### src/rtl/pipe_stall_ctrl.sv
// Pipeline stall/flush controller: N-requester stall bus, registered redirect,
// saturating stall-cycle counter and sticky continuous-stall watchdog.
module pipe_stall_ctrl #(
  parameter int unsigned         STALL_W   = 6,
  parameter int unsigned         NREQ      = 3,
  parameter logic [NREQ*4-1:0]   REQ_DEPTH = {4'd3, 4'd2, 4'd1},
  parameter int unsigned         CNT_W     = 32,
  parameter int unsigned         TIMEOUT   = 1024
) (
  input  logic               clk,
  input  logic               rst,
  input  logic [NREQ-1:0]    stallreq,
  input  logic               flush_req,
  input  logic [31:0]        flush_pc,
  input  logic               perf_clr,
  output logic [STALL_W-1:0] stall,
  output logic               flush,
  output logic [31:0]        new_pc,
  output logic [CNT_W-1:0]   stall_cycles,
  output logic               stall_timeout
);

  localparam int unsigned      RUN_W   = (TIMEOUT < 2) ? 1 : $clog2(TIMEOUT + 1);
  localparam logic [RUN_W-1:0] RUN_MAX = RUN_W'(TIMEOUT);
  localparam logic [CNT_W-1:0] CNT_MAX = '1;

  logic [STALL_W-1:0] w_raw_stall;
  logic               w_stall_any;
  logic               w_run_hit;
  logic               r_flush;
  logic [31:0]        r_new_pc;
  logic [CNT_W-1:0]   r_stall_cycles;
  logic [RUN_W-1:0]   r_run;
  logic               r_timeout;

  // Each active requester holds PC plus stages up to its depth; OR gives the deepest.
  always_comb begin
    w_raw_stall = '0;
    for (int i = 0; i < int'(NREQ); i++) begin
      if (stallreq[i]) begin
        for (int b = 0; b < int'(STALL_W); b++) begin
          if (b <= int'(REQ_DEPTH[i*4 +: 4])) w_raw_stall[b] = 1'b1;
        end
      end
    end
  end

  // Flush cycle forces a bubble; reset masks the bus asynchronously.
  assign stall       = (rst || r_flush) ? '0 : w_raw_stall;
  assign w_stall_any = |stall;
  assign w_run_hit   = (TIMEOUT != 0) && ((32'(r_run) + 32'd1) >= 32'(TIMEOUT));

  always_ff @(posedge clk or posedge rst) begin
    if (rst) begin
      r_flush  <= 1'b0;
      r_new_pc <= '0;
    end else begin
      r_flush <= flush_req;
      if (flush_req) r_new_pc <= flush_pc;
    end
  end

  always_ff @(posedge clk or posedge rst) begin
    if (rst) begin
      r_stall_cycles <= '0;
    end else if (perf_clr) begin
      r_stall_cycles <= '0;
    end else if (w_stall_any && (r_stall_cycles != CNT_MAX)) begin
      r_stall_cycles <= r_stall_cycles + CNT_W'(1);
    end
  end

  // Run length of consecutive stalled cycles; saturates at the threshold.
  always_ff @(posedge clk or posedge rst) begin
    if (rst) begin
      r_run     <= '0;
      r_timeout <= 1'b0;
    end else if (perf_clr) begin
      r_run     <= '0;
      r_timeout <= 1'b0;
    end else if (!w_stall_any) begin
      r_run <= '0;
    end else begin
      if (r_run != RUN_MAX) r_run <= r_run + RUN_W'(1);
      if (w_run_hit) r_timeout <= 1'b1;
    end
  end

  assign flush         = r_flush;
  assign new_pc        = r_new_pc;
  assign stall_cycles  = r_stall_cycles;
  assign stall_timeout = r_timeout;

endmodule

### config.mk
export PLATFORM = sky130hd
export DESIGN_NAME = pipe_stall_ctrl
export DESIGN_NICKNAME = d
export VERILOG_FILES = /design/src/rtl/pipe_stall_ctrl.sv
export SDC_FILE = /design/constraint.sdc
export NUM_CORES = 1
export LEC_CHECK = 0
export CORE_ASPECT_RATIO = 1.4
export CORE_UTILIZATION = 42
export CTS_CLUSTER_SIZE = 16
export DETAILED_ROUTE_END_ITERATION = 10
export PLACE_DENSITY = 0.73
export SYNTH_ARGS = -nofsm -noshare
export SYNTH_HDL_FRONTEND = slang
export SYNTH_SLANG_ARGS = --single-unit
### constraint.sdc
create_clock -name clk -period 7.8 [get_ports clk]
set_input_delay 2.34 -clock clk [delete_from_list [all_inputs] [get_ports clk]]
set_output_delay 2.34 -clock clk [all_outputs]
set_load 0.05 [all_outputs]
==> key figures, run 1 <==
Power and ir drop
  • P_leak: 1.98 nW
  • Power Dens Cells: 212 nW/um2
  • Worst VDD drop: 141 uV

Global route
  • Largest net degree at the start of global routing: 75
  • First-pass GRT wire length: 14000 um
  • GRT Util Overall: 20.6%
  • Vias in the first global route: 2884
  • Grt total ovfl: 0
  • Antenna violations before repair: 0

Placed design
  • Port Buffer Count: 108
  • Detail Placement HPWL: 6080 um
  • Final GP Congestion: 0.804
  • Pre-CTS worst setup slack: 1030 ps
  • Placed cell area: 4800 um2

Timing
  • Minimum clock period: 6750 ps
  • Max Slew Vio Count: 0
  • Endpoints failing hold: 0
  • Hold slack: 505 ps
  • PnR worst setup slack: 1050 ps
  • Post-route setup TNS: 0 ps
  • Final period utilization: 86.6%
  • RSZ-0062 raised after global routing: no
  • Rel. slew slack: 23.7%
  • Clock Skews: 8.78 ps
  • Fmax: 0.148 GHz
  • Final setup viols: 0
  • Worst-Margin Slew: 1130 ps

Worst setup path
  • Max stage delay on crit path: 820 ps
  • Crit-path max FO: 6
  • Setup crit start: rst
  • Cell repeated most along the worst path: clkdlybuf4s50_1
  • Critical Path End Type: primary output
  • Critical path cell sequence: clkdlybuf4s50_1, nor2_1, nand2_1, inv_1, clkdlybuf4s50_1
  • Startpoint types: primary input
  • CP max stage cell: clkdlybuf4s50_1
  • Setup CP Type: in -> out
  • CP arrival: 4410 ps
  • FF-to-FF Start: stall_cycles[9]$_DFFE_PP0P_
  • WP data required: 5460 ps
  • Reg2Reg Setup Slack: 5310 ps

Synthesis
  • Post-synth top area share: 53.3%
  • Synth area leaders: dfrtp_1, mux2_2, xnor2_1
  • Synthesized flop and latch total: 77
  • Mean Syn Cell Area: 11.0 um2
  • Mapped cell area: 3620 um2
  • Seq/Total Area, Yosys: 53.3%
  • Count leader, synth: dfrtp_1
  • Most frequent cells after synthesis: dfrtp_1, nor2_1, mux2_2
  • Synth warn: 0
  • Fraction of registers with async set/reset: 100%
  • Cells after Synth: 330
  • Leading area contributor after synthesis: dfrtp_1
  • EDFF count, synth: 0
  • Top FF cell, synth: dfrtp_1
  • Number of distinct library cells after synthesis: 40

Clock network
  • H-Tree Depth: 3
  • Clock root buffer: clkbuf_16
  • Sink Count: 77
  • CTS Hold Bufs: 0
  • CTS tree: done
  • Clk slew on worst S/H paths: 60 ps
  • Clk_lat worst skew: 340 ps
  • Num CTS Buffers: 9
  • # Post-CTS Setup Buffers: 0
  • # resized after CTS: 0
  • CTS Buffer Depth: 2

Floorplanning
  • I/O pin count: 111
  • Starting Density: 43.9%
  • Row count: 39
  • Die width: 80.4 um
  • Die Y-Extent: 112 um
  • Die area: 9000 um2
  • Core box area: 8250 um2

Route
  • Initial DRC count: 183
  • Antenna-violating nets left: 0
  • Iteration count of the initial detailed-routing pass: 4
  • Post-DR wirelength/cell: 15.9 um
  • Vias post-DR: 2938
  • Routed WL: 8660 um
  • DRC Markers: 0
  • Vias per Instance: 5.39

Layout
  • Total of fill cells in the finished design: 678
  • # diodes: 0
  • Layout area overhead: 42.5%
  • Share of layout cells above drive strength 1: 14.0%
  • Core Util, Final: 62.5%
  • FF/Latch Area: 1930 um2
  • Multi-input logic area: 1590 um2
  • Final instance area: 5160 um2
  • Nets: 480

Outcome
  • Status: finished, final reports clean

Run
  • Max-cap violations: 0

Hold path
  • Worst hold start: new_pc[28]$_DFFE_PP0P_
  • HP Class: reg -> reg
## per-layer routing
layer | wire length [um] | GRT usage, % | vias to the layer above
li1 | - | - | 1387
met1 | 3310 | 23.6 | 1443
met2 | 4640 | 34.3 | 88
met3 | 425 | 5.49 | 20
met4 | 280 | 11.4 | 0
met5 | 0 | 0 | -
## through the flow
stage | power (W) | std cells
3_3_place_gp | 0.000601 | 529
6_report | 0.00109 | 545
5_1_grt | 0.00113 | 545
2_1_floorplan | 0.000536 | 331
4_1_cts | 0.00111 | 545
3_5_place_dp | 0.000603 | 529
## report_power, final
part / switching (W) / leakage, nW / internal, W
sequential: 0.0000101 / 1.00 / 0.000417
clock: 0.000159 / 0.176 / 0.000339
combinational: 0.000103 / 0.807 / 0.0000646
## worst max-delay path, delay by kind of cell
| family | cells | cell delay (ps) |
|---|---|---|
| AND/OR/NAND/NOR | 2 | 620 |
| buffers and inverters | 3 | 1450 |
## final cells by class
type	count	share of cell area [%]
sequential	77	37.4
multi-input combinational	228	30.9
timing repair buffer	112	21.5
clock buffer	13	5.24
tap	102	2.47
clock inverter	3	1.75
inverter	10	0.728
## kinds of logic after synthesis
| group | share of synthesized area, % |
|---|---|
| mux | 10.5 |
| buf+inv | 3.15 |
| compound gates | 7.02 |
| simple gates | 17.7 |
| fa+ha+maj | 1.04 |
| xor+xnor | 7.26 |
| flops | 53.3 |
| other cells | 0.104 |
## path summary, 6_finish.rpt
path / to / depth (start not counted)
min in group asynchronous: new_pc[5]$_DFFE_PP0P_ / 2
worst min register to register: new_pc[28]$_DFFE_PP0P_ / 1
worst max register to register: stall_cycles[21]$_DFFE_PP0P_ / 5
worst min-delay path: new_pc[28]$_DFFE_PP0P_ / 1
max in group asynchronous: stall_cycles[30]$_DFFE_PP0P_ / 3
worst max-delay path: stall[1] / 5
## placed cells by master, fill, tap and decap left out, drive strengths merged, types with 5 or more instances in the layout
master         count
clkdlybuf4s50    108
dfrtp             77
nor2              40
mux2              32
xnor2             26
nand3             16
a21oi             14
nand4             13
clkbuf            13
nand2             11
inv               10
or3               10
a211oi             8
nor4               8
o21ai              7
and4               5
## state kept, by name, indices dropped and copies added, names as in the netlist
| signal | cells |
|---|---|
| stall_cycles | 32 |
| flush | 1 |
| r_run | 11 |
| stall_timeout | 1 |
| new_pc | 32 |
Power figures use the tool's default switching activity.
==> run 2: changes to the inputs <==
Settings changed: CORE_MARGIN set to 2.
==> run 2 against run 1 <==
Against the previous run:
- die area grew 4.3%
- critical endpoint is now stall[0]
- critical path depth did not move
- combinational power about the same
- clock skew fell by 1.8 ps
- flip-flop and latch count unchanged
- global-route usage fell by 0.60 points
- non-clock buffer count up 1
- clock power shrank 18%
- wire length fell by 0.28%
- design area shrank 1.3%
- utilization decreased by 2.4 points
==> key figures, run 2 (synthesis gave the netlist of run 1 again) <==
Worst setup path
  • Crit-path max FO: 6 (unchanged)
  • Startpoint types: primary input
  • Reg2Reg Setup Slack: 5340 ps (+30 ps)
  • CP bufs+invs: 3 (unchanged)
  • Reg2Reg Depth: 5 (unchanged)
  • WP data required: 5460 ps (about the same)
  • Cell repeated most along the worst path: clkdlybuf4s50_1
  • CP arrival: 4300 ps (-110 ps)
  • Max stage delay on crit path: 720 ps (-100 ps)
  • Critical Path End Type: primary output
  • Delay-heaviest family, CP: buffers and inverters
  • Setup CP Type: in -> out
  • CP max stage cell: clkdlybuf4s50_1
  • Critical path cell sequence: clkdlybuf4s50_1, or3_1, nand2_1, inv_1, clkdlybuf4s50_1
  • FF-to-FF Start: stall_cycles[9]$_DFFE_PP0P_
  • FF-to-FF End: stall_cycles[21]$_DFFE_PP0P_
  • Setup crit start: stallreq[1]
  • Stages on the worst setup path: 5 (unchanged)

Layout
  • Total of fill cells in the finished design: 695 (+2.5%)
  • Share of layout cells above drive strength 1: 13.6% (-0.42 points)
  • Multi-input logic area: 1590 um2 (unchanged)
  • # diodes: 0 (unchanged)
  • Nets: 481 (+0.21%)
  • Commonest non-fill, non-tap cell in the layout: clkdlybuf4s50_1
  • Layout area overhead: 40.7%
  • FF/Latch Area: 1930 um2 (unchanged)
  • Most frequent cells in the layout: clkdlybuf4s50_1, dfrtp_1, nor2_1, mux2_2, xnor2_1

Global route
  • Largest net degree at the start of global routing: 78 (+4.0%)
  • Vias in the first global route: 2839 (-1.6%)
  • First-pass GRT wire length: 14200 um (+1.2%)
  • GRT Util Overall: 20.0% (-0.60 points)
  • Antenna violations before repair: 0 (unchanged)
  • Grt total ovfl: 0 (unchanged)

Power and ir drop
  • Clock power frac: 40.5% (-5.0 points)
  • Seq pwr share: 42.7% (+3.6 points)
  • Combinational Power Share: 16.8% (+1.4 points)
  • Internal power: 0.000735 W (-10%)
  • P_leak: 1.95 nW (-1.6%)
  • Power Dens Cells: 197 nW/um2 (-7.2%)
  • Worst VDD drop: 151 uV (+7.1%)
  • Design Power: 0.00100 W (-8.4%)
  • Sw frac: 26.6% (+1.7 points)
  • Net switching power: 0.000266 W (-2.2%)

Hold path
  • HP Class: reg -> reg
  • Worst Hold Path Cells: 1 (unchanged)
  • Worst hold start: new_pc[10]$_DFFE_PP0P_
  • Hold worst-path end: new_pc[10]$_DFFE_PP0P_

Timing
  • Endpoints failing hold: 0 (unchanged)
  • Clock Skews: 7.01 ps (-1.77 ps)
  • Rel. slew slack: 23.0% (-0.74 points)
  • Worst-Margin Slew: 1150 ps (+11.0 ps)
  • Post-route setup TNS: 0 ps (unchanged)
  • RSZ-0062 raised after global routing: no
  • Fmax: 0.151 GHz (+1.8%)
  • Minimum clock period: 6640 ps (-116 ps)
  • Final period utilization: 85.1% (-1.5 points)
  • Final setup viols: 0 (unchanged)
  • Max Slew Vio Count: 0 (unchanged)

Floorplanning
  • Die width: 82.4 um (+2.5%)
  • Row count: 40 (+2.6%)
  • Core box area: 8460 um2 (+2.6%)
  • Die Y-Extent: 114 um (+1.8%)
  • I/O pin count: 111 (unchanged)
  • Die area: 9380 um2 (+4.3%)
  • Starting Density: 42.8% (-1.1 points)

Clock network
  • Sink Count: 77 (unchanged)
  • CTS Hold Bufs: 0 (unchanged)
  • # Post-CTS Setup Buffers: 0 (unchanged)
  • Clk slew on worst S/H paths: 50 ps (about the same)
  • H-Tree Depth: 3 (unchanged)
  • CTS tree: done
  • CTS Buffer Depth: 2 (unchanged)
  • Clock root buffer: clkbuf_16
  • Num CTS Buffers: 9 (unchanged)
  • # resized after CTS: 0 (unchanged)
  • Clk_lat worst skew: 340 ps (about the same)

Route
  • Vias per Instance: 5.31 (-1.6%)
  • Routed WL: 8630 um (-0.28%)
  • Post-DR wirelength/cell: 15.8 um (-0.64%)
  • Initial DRC count: 163 (-11%)
  • DRC Markers: 0 (unchanged)
  • Vias post-DR: 2903 (-1.2%)
  • Antenna-violating nets left: 0 (unchanged)
  • Iteration count of the initial detailed-routing pass: 4 (unchanged)

Placed design
  • Final GP Congestion: 0.804 (about the same)
  • Port Buffer Count: 108 (unchanged)
  • Detail Placement HPWL: 6140 um (+0.98%)

Outcome
  • Status: finished, final reports clean

Run
  • Max-cap violations: 0 (unchanged)
run 2: worst max path at each step:
stage	slack, ps	end
global placement	1170	stall[0]
detailed placement	1160	stall[0]
CTS	1140	stall[0]
global route	1070	stall[1]
floorplan	1990	stall[1]
finish	1160	stall[0]
run 2: cell type report:
class / instances / share of cell area [%]
Sequential cell: 77 / 37.9
Multi-Input combinational cell: 228 / 31.3
Timing Repair Buffer: 113 / 22.0
Clock buffer: 12 / 4.84
Tap cell: 105 / 2.58
Inverter: 10 / 0.737
Clock inverter: 2 / 0.688
run 2: layer usage:
layer  vias to the layer above  part of all wire (%)  track usage (%)
li1                       1385                     -                -
met1                      1429                    39             22.8
met2                        76                    55             34.7
met3                        13                   3.9             5.14
met4                         0                   1.8             8.22
met5                         -                     0                0
run 2: metrics by stage:
stage	setup slack [ps]	instance area, um2	hold WS, ps	std cells	utilization, %
after global placement	1170	4810	489	533	56.8
after global routing	1070	5090	518	547	60.2
after detailed placement	1160	4810	495	533	56.8
after CTS	1140	5090	507	547	60.2
after floorplan	1990	3620	510	331	-
final	1160	5090	502	547	60.2
run 2: power by group through the flow:
stage	sequential (W)	combinational [W]	clock [W]
after global routing	0.000429	0.000175	0.000436
final	0.000427	0.000168	0.000406
after detailed placement	0.000434	0.000169	0
after CTS	0.000427	0.000169	0.000414
after floorplan	0.000496	0.0000401	0
after global placement	0.000433	0.000168	0
